--- src/rtl/sram_axi_arbiter.sv ---
// Shares one AXI master port between the instruction and data SRAM-like requesters.
// One transaction is outstanding at a time, and data has fixed priority over instruction.
module sram_axi_arbiter (
   input  logic        clk,
   input  logic        rst,
   input  logic        inst_req,
   input  logic [31:0] inst_addr,
   output logic        inst_addr_ok,
   output logic        inst_data_ok,
   output logic [31:0] inst_rdata,
   input  logic        data_req,
   input  logic        data_wr,
   input  logic [3:0]  data_wstrb,
   input  logic [31:0] data_addr,
   input  logic [31:0] data_wdata,
   output logic        data_addr_ok,
   output logic        data_data_ok,
   output logic [31:0] data_rdata,
   output logic [3:0]  arid,
   output logic [31:0] araddr,
   output logic        arvalid,
   input  logic        arready,
   input  logic [3:0]  rid,
   input  logic [31:0] rdata,
   input  logic        rlast,
   input  logic        rvalid,
   output logic        rready,
   output logic [3:0]  awid,
   output logic [31:0] awaddr,
   output logic        awvalid,
   input  logic        awready,
   output logic [31:0] wdata,
   output logic [3:0]  wstrb,
   output logic        wlast,
   output logic        wvalid,
   input  logic        wready,
   input  logic        bvalid,
   output logic        bready
);
   localparam logic [3:0] INST_ID = 4'd0;
   localparam logic [3:0] DATA_ID = 4'd1;

   typedef enum logic [2:0] {IDLE, RD_ADDR, RD_DATA, WR_REQ, WR_RESP} state_t;

   state_t      state_q, state_d;
   logic        owner_q, owner_d;   // 1 = data side owns the bus
   logic [31:0] addr_q, addr_d;
   logic [3:0]  wstrb_q, wstrb_d;
   logic [31:0] wdata_q, wdata_d;
   logic        awvalid_q, awvalid_d;
   logic        wvalid_q, wvalid_d;
   logic        inst_data_ok_q, inst_data_ok_d;
   logic        data_data_ok_q, data_data_ok_d;
   logic [31:0] inst_rdata_q, inst_rdata_d;
   logic [31:0] data_rdata_q, data_rdata_d;
   logic [3:0]  cur_id;

   assign cur_id       = owner_q ? DATA_ID : INST_ID;
   assign data_addr_ok = (state_q == IDLE) & data_req;
   assign inst_addr_ok = (state_q == IDLE) & inst_req & ~data_req;

   always_comb begin
      state_d        = state_q;
      owner_d        = owner_q;
      addr_d         = addr_q;
      wstrb_d        = wstrb_q;
      wdata_d        = wdata_q;
      awvalid_d      = awvalid_q;
      wvalid_d       = wvalid_q;
      inst_data_ok_d = 1'b0;
      data_data_ok_d = 1'b0;
      inst_rdata_d   = inst_rdata_q;
      data_rdata_d   = data_rdata_q;
      case (state_q)
         IDLE: begin
            if (data_addr_ok) begin
               owner_d = 1'b1;
               addr_d  = data_addr;
               wstrb_d = data_wstrb;
               wdata_d = data_wdata;
               if (data_wr) begin
                  state_d   = WR_REQ;
                  awvalid_d = 1'b1;
                  wvalid_d  = 1'b1;
               end else begin
                  state_d = RD_ADDR;
               end
            end else if (inst_addr_ok) begin
               owner_d = 1'b0;
               addr_d  = inst_addr;
               state_d = RD_ADDR;
            end
         end
         RD_ADDR: if (arready) state_d = RD_DATA;
         RD_DATA: begin
            // Beats carrying a foreign rid are consumed and dropped.
            if (rvalid && rlast && (rid == cur_id)) begin
               state_d = IDLE;
               if (owner_q) begin
                  data_rdata_d   = rdata;
                  data_data_ok_d = 1'b1;
               end else begin
                  inst_rdata_d   = rdata;
                  inst_data_ok_d = 1'b1;
               end
            end
         end
         WR_REQ: begin
            if (awready) awvalid_d = 1'b0;
            if (wready)  wvalid_d  = 1'b0;
            if (!awvalid_d && !wvalid_d) state_d = WR_RESP;
         end
         WR_RESP: begin
            if (bvalid) begin
               data_data_ok_d = 1'b1;
               state_d        = IDLE;
            end
         end
         default: state_d = IDLE;
      endcase
   end

   always_ff @(posedge clk) begin
      if (rst) begin
         state_q        <= IDLE;
         owner_q        <= 1'b0;
         addr_q         <= '0;
         wstrb_q        <= '0;
         wdata_q        <= '0;
         awvalid_q      <= 1'b0;
         wvalid_q       <= 1'b0;
         inst_data_ok_q <= 1'b0;
         data_data_ok_q <= 1'b0;
         inst_rdata_q   <= '0;
         data_rdata_q   <= '0;
      end else begin
         state_q        <= state_d;
         owner_q        <= owner_d;
         addr_q         <= addr_d;
         wstrb_q        <= wstrb_d;
         wdata_q        <= wdata_d;
         awvalid_q      <= awvalid_d;
         wvalid_q       <= wvalid_d;
         inst_data_ok_q <= inst_data_ok_d;
         data_data_ok_q <= data_data_ok_d;
         inst_rdata_q   <= inst_rdata_d;
         data_rdata_q   <= data_rdata_d;
      end
   end

   assign inst_data_ok = inst_data_ok_q;
   assign data_data_ok = data_data_ok_q;
   assign inst_rdata   = inst_rdata_q;
   assign data_rdata   = data_rdata_q;
   assign arid         = cur_id;
   assign araddr       = addr_q;
   assign arvalid      = (state_q == RD_ADDR);
   assign rready       = (state_q == RD_DATA);
   assign awid         = DATA_ID;
   assign awaddr       = addr_q;
   assign awvalid      = awvalid_q;
   assign wdata        = wdata_q;
   assign wstrb        = wstrb_q;
   assign wvalid       = wvalid_q;
   assign wlast        = wvalid_q;
   assign bready       = (state_q == WR_RESP);
endmodule

--- config.mk ---
export PLATFORM = sky130hd
export DESIGN_NAME = sram_axi_arbiter
export DESIGN_NICKNAME = d
export VERILOG_FILES = /design/src/rtl/sram_axi_arbiter.sv
export SDC_FILE = /design/constraint.sdc
export NUM_CORES = 1
export LEC_CHECK = 0
export BUFFER_PORTS_ARGS = -buffer_cell sky130_fd_sc_hd__buf_2
export CORE_AREA = 2 2 129 131
export DETAILED_ROUTE_END_ITERATION = 8
export DIE_AREA = 0 0 131 133
export PLACE_DENSITY = 0.79
export SYNTH_ARGS = -nofsm -noshare
export SYNTH_HDL_FRONTEND = slang
export SYNTH_SLANG_ARGS = --single-unit
--- constraint.sdc ---
create_clock -name clk -period 2.6 [get_ports clk]
set_input_delay 0.26 -clock clk [delete_from_list [all_inputs] [get_ports clk]]
set_output_delay 0.26 -clock clk [all_outputs]
set_load 0.1 [all_outputs]
==> metrics.txt <==
# TYPE chip_impl_metric gauge
chip_impl_metric{name="detail_route.iter0.violations",unit=""} 220
chip_impl_metric{name="tns",unit="ns"} 0
chip_impl_metric{name="worst-endpoint-arrival",unit="ns"} 1.98
chip_impl_metric{name="clock-sinks",unit=""} 140
chip_impl_metric{name="number_of_antenna_violations_at_the_first_check_in_global_routing",unit=""} 3
chip_impl_metric{name="postLayoutCellArea",unit="µm²"} 7939
chip_impl_metric{name="utilization",unit="%"} 49.09
chip_impl_metric{name="number_of_synthesis_warnings",unit=""} 0
chip_impl_metric{name="max_freq",unit="MHz"} 446.6
chip_impl_metric{name="start_util",unit="%"} 35.63
chip_impl_metric{name="globalRoute.totalOverflow",unit=""} 0
chip_impl_metric{name="cts_hold_repair.buffers",unit=""} 0
chip_impl_metric{name="top_level_ports",unit=""} 329
chip_impl_metric{name="fillCellCount",unit=""} 1582
chip_impl_metric{name="place_hpwl",unit="mm"} 12.88
chip_impl_info{name="tightest_hold_check_type",value="input port to flop"} 1
chip_impl_metric{name="count_of_input_and_output_buffers",unit=""} 321
chip_impl_metric{name="syn_area_per_cell",unit="µm²"} 7.958
chip_impl_info{name="crit_chain",value="or3b_4 > inv_1 > buf_2"} 1
chip_impl_metric{name="syn_area",unit="µm²"} 5762
chip_impl_metric{name="vias",unit=""} 5702
chip_impl_metric{name="die_h",unit="µm"} 133
chip_impl_metric{name="syn_to_final_growth",unit="%"} 37.78
chip_impl_metric{name="finalWeightedCongestion",unit=""} 0.7371
chip_impl_info{name="cp-startpoint",value="state_q[1]"} 1
chip_impl_metric{name="timing.max_slew.rel_slack",unit="%"} 64.64
chip_impl_metric{name="hold_viol",unit=""} 0
chip_impl_info{name="crit-reg2reg-launch",value="state_q[1]"} 1
chip_impl_metric{name="dpl_cell_area",unit="µm²"} 7247
chip_impl_metric{name="power_density",unit="nW/µm²"} 1176
chip_impl_metric{name="layout.nets",unit=""} 1132
chip_impl_info{name="result_of_the_run",value="finished clean"} 1
chip_impl_metric{name="cts_setup_buffers",unit=""} 0
chip_impl_metric{name="total_die_area",unit="µm²"} 17420
chip_impl_metric{name="cts-root-to-sink-buffers",unit=""} 2
chip_impl_metric{name="clkTransAtPathRegs",unit="ns"} 0.06
chip_impl_info{name="cts_tree",value="built"} 1
chip_impl_metric{name="numCtsBuffers",unit=""} 17
chip_impl_metric{name="antenna_left",unit=""} 0
chip_impl_metric{name="maximum_number_of_pins_on_one_net_before_global_route_repair",unit=""} 67
chip_impl_metric{name="crit_path_max_incr_delay",unit="ns"} 0.53
chip_impl_metric{name="crit_path_max_fanout",unit=""} 10
chip_impl_metric{name="setup_violations",unit=""} 0
chip_impl_metric{name="grt_pass1_vias",unit=""} 5148
chip_impl_metric{name="final_layout_size_suffix_gt1_share",unit="%"} 41.78
chip_impl_info{name="rsz0062_at_grt",value="no"} 1
chip_impl_metric{name="first_pass_grt_wire_length",unit="mm"} 26.43
chip_impl_metric{name="yosys.cell_types.count",unit=""} 36
chip_impl_metric{name="max_cap_violations",unit=""} 0
chip_impl_metric{name="final.setup_skew",unit="ns"} 0.007763
chip_impl_metric{name="cts.repair.resized",unit=""} 0
chip_impl_info{name="slowest_cell_on_the_critical_path",value="dfxtp_1"} 1
chip_impl_metric{name="postSynthCellCount",unit=""} 724
chip_impl_metric{name="drt-pass1-iter-count",unit=""} 4
chip_impl_metric{name="wl_per_cell",unit="µm"} 14.48
chip_impl_metric{name="final_max_slew_viols",unit=""} 0
chip_impl_metric{name="yosysSeqAreaShare",unit="%"} 48.64
chip_impl_metric{name="maximum_level_of_the_cts_h_tree",unit=""} 4
chip_impl_metric{name="worst_path_required_time",unit="ns"} 2.34
chip_impl_metric{name="worst_ir_drop_vdd",unit="mV"} 0.5876
chip_impl_metric{name="ys_seq_elements",unit=""} 140
chip_impl_metric{name="cp.buffers_inverters",unit=""} 2
chip_impl_metric{name="placementRows",unit=""} 47
chip_impl_metric{name="static-leakage-power",unit="nW"} 3.676
chip_impl_metric{name="drcViolationCount",unit=""} 0
chip_impl_info{name="worstHoldStart",value="data_wdata[20]"} 1
chip_impl_metric{name="area_of_the_placeable_core",unit="µm²"} 16170
chip_impl_metric{name="wirelength",unit="mm"} 17.66
chip_impl_metric{name="route.detailed.vias_per_inst",unit=""} 4.674
chip_impl_info{name="critPathCaptureType",value="output port"} 1
chip_impl_info{name="critical_path_class",value="flop to output port"} 1
chip_impl_metric{name="horizontal_die_dimension",unit="µm"} 131
chip_impl_metric{name="clock_latency",unit="ns"} 0.41
chip_impl_info{name="critPathLaunchType",value="flop"} 1
chip_impl_info{name="cpLargestDelayFamily",value="buffers and inverters"} 1
chip_impl_info{name="cts-root-buf",value="clkbuf_16"} 1
chip_impl_metric{name="worst_slew_pin_slew",unit="ns"} 0.5264
chip_impl_metric{name="period_share",unit="%"} 86.12
chip_impl_metric{name="gr-usage-all-layers",unit="%"} 19.57
chip_impl_metric{name="final_period_minus_worst_setup_slack",unit="ns"} 2.239
registers in the layout, indices dropped and copies added (netlist names):
signal	flops
wstrb	4
owner_q	1
wlast	1
araddr	32
state_q	3
inst_data_ok	1
inst_rdata	32
data_rdata	32
awvalid	1
wdata	32
data_data_ok	1
where the power goes:
part / total (W) / internal, W / switching [W] / leakage [nW]
logic: 0.00396 / 0.000602 / 0.00336 / 2.20
clock network: 0.00282 / 0.00186 / 0.000956 / 0.338
registers: 0.00256 / 0.00238 / 0.000182 / 1.14
layout by cell type (no fill, tap or decap), drive strengths merged, types with 2 or more instances in the layout:
| master | instances |
|---|---|
| nand2 | 269 |
| o21ai | 2 |
| a21oi | 106 |
| dfxtp | 140 |
| clkinv | 4 |
| a311oi | 33 |
| inv | 9 |
| bufinv | 6 |
| clkbuf | 19 |
| diode | 2 |
| nor2 | 43 |
| nor3 | 8 |
| conb | 7 |
| nor2b | 2 |
| buf | 333 |
stage by stage:
stage	worst slack (ns)	total power, W	std cells	hold WS, ns
floorplan	0.01877	0.006065	729	0.3960
global placement	0.5089	0.006555	1186	0.4388
detailed placement	0.4462	0.006586	1186	0.4431
CTS	0.3561	0.009417	1218	0.05897
global route	0.2677	0.009703	1220	0.06151
finish	0.3610	0.009339	1220	0.08463
layout make-up:
cell class | instances | area, µm² | share of cell area, %
antenna | 2 | 5.005 | 0.06304
inverter | 6 | 22.52 | 0.2837
clock buffer | 19 | 452.9 | 5.705
sequential | 140 | 2803 | 35.30
tap | 220 | 275.3 | 3.467
multi-input combinational | 487 | 2380 | 29.98
clock inverter | 13 | 234.0 | 2.947
timing repair buffer | 333 | 1767 | 22.25
layer usage:
metal	vias up	wire, µm	track usage, %
met1	2589	7189	22.11
met3	18	1392	6.510
li1	2855	-	-
met2	238	8835	33.77
met5	-	7	0
met4	2	239	7.506
final timing paths:
kind,endpoint,slack (ns),cells past startpoint
worst min-delay path,wdata[20],0.08,3
worst min register to register,wdata[25],0.45,2
worst max register to register,data_rdata[30],0.43,4
worst max-delay path,rready,0.36,3
cell families after synthesis:
kind of cell | count (synthesis) | synth area share, %
AOI/OAI and AO/OA | 146 | 16.40
and+or+nand+nor | 334 | 24.15
other | 2 | 0.1303
DFF | 140 | 48.64
buffers and inverters | 102 | 10.68
worst min-delay path, cell delays in order:
cell	delay (ns)
buf_2	0.09
nand2_1	0.04
a21oi_1	0.05
cells in the mapped netlist (all sizes together):
master   instances  area share [%]
a2111oi          1            0.15
or3b             1            0.20
inv              6            0.39
a2bb2oi          1            0.15
dfxtp          140              49
a311oi          33             5.0
or4              1            0.20
and3b            1            0.15
and4             1            0.15
nand3b           1            0.13
buf             58             7.8
nor3             8            0.69
or2              1            0.11
nor2b            2            0.22
and2             1            0.11
clkbuf          38             2.5
nand4            1            0.11
conb             2            0.13
nand3            1           0.087
or3              1            0.13
a21oi          106              11
o21ai            2            0.17
nand2          269              19
a22o             1            0.15
o31ai            1            0.13
a31oi            1            0.11
nor4             1            0.37
nor2            43             2.8
nor3b            1            0.13
(Power assumes the default switching activity.)
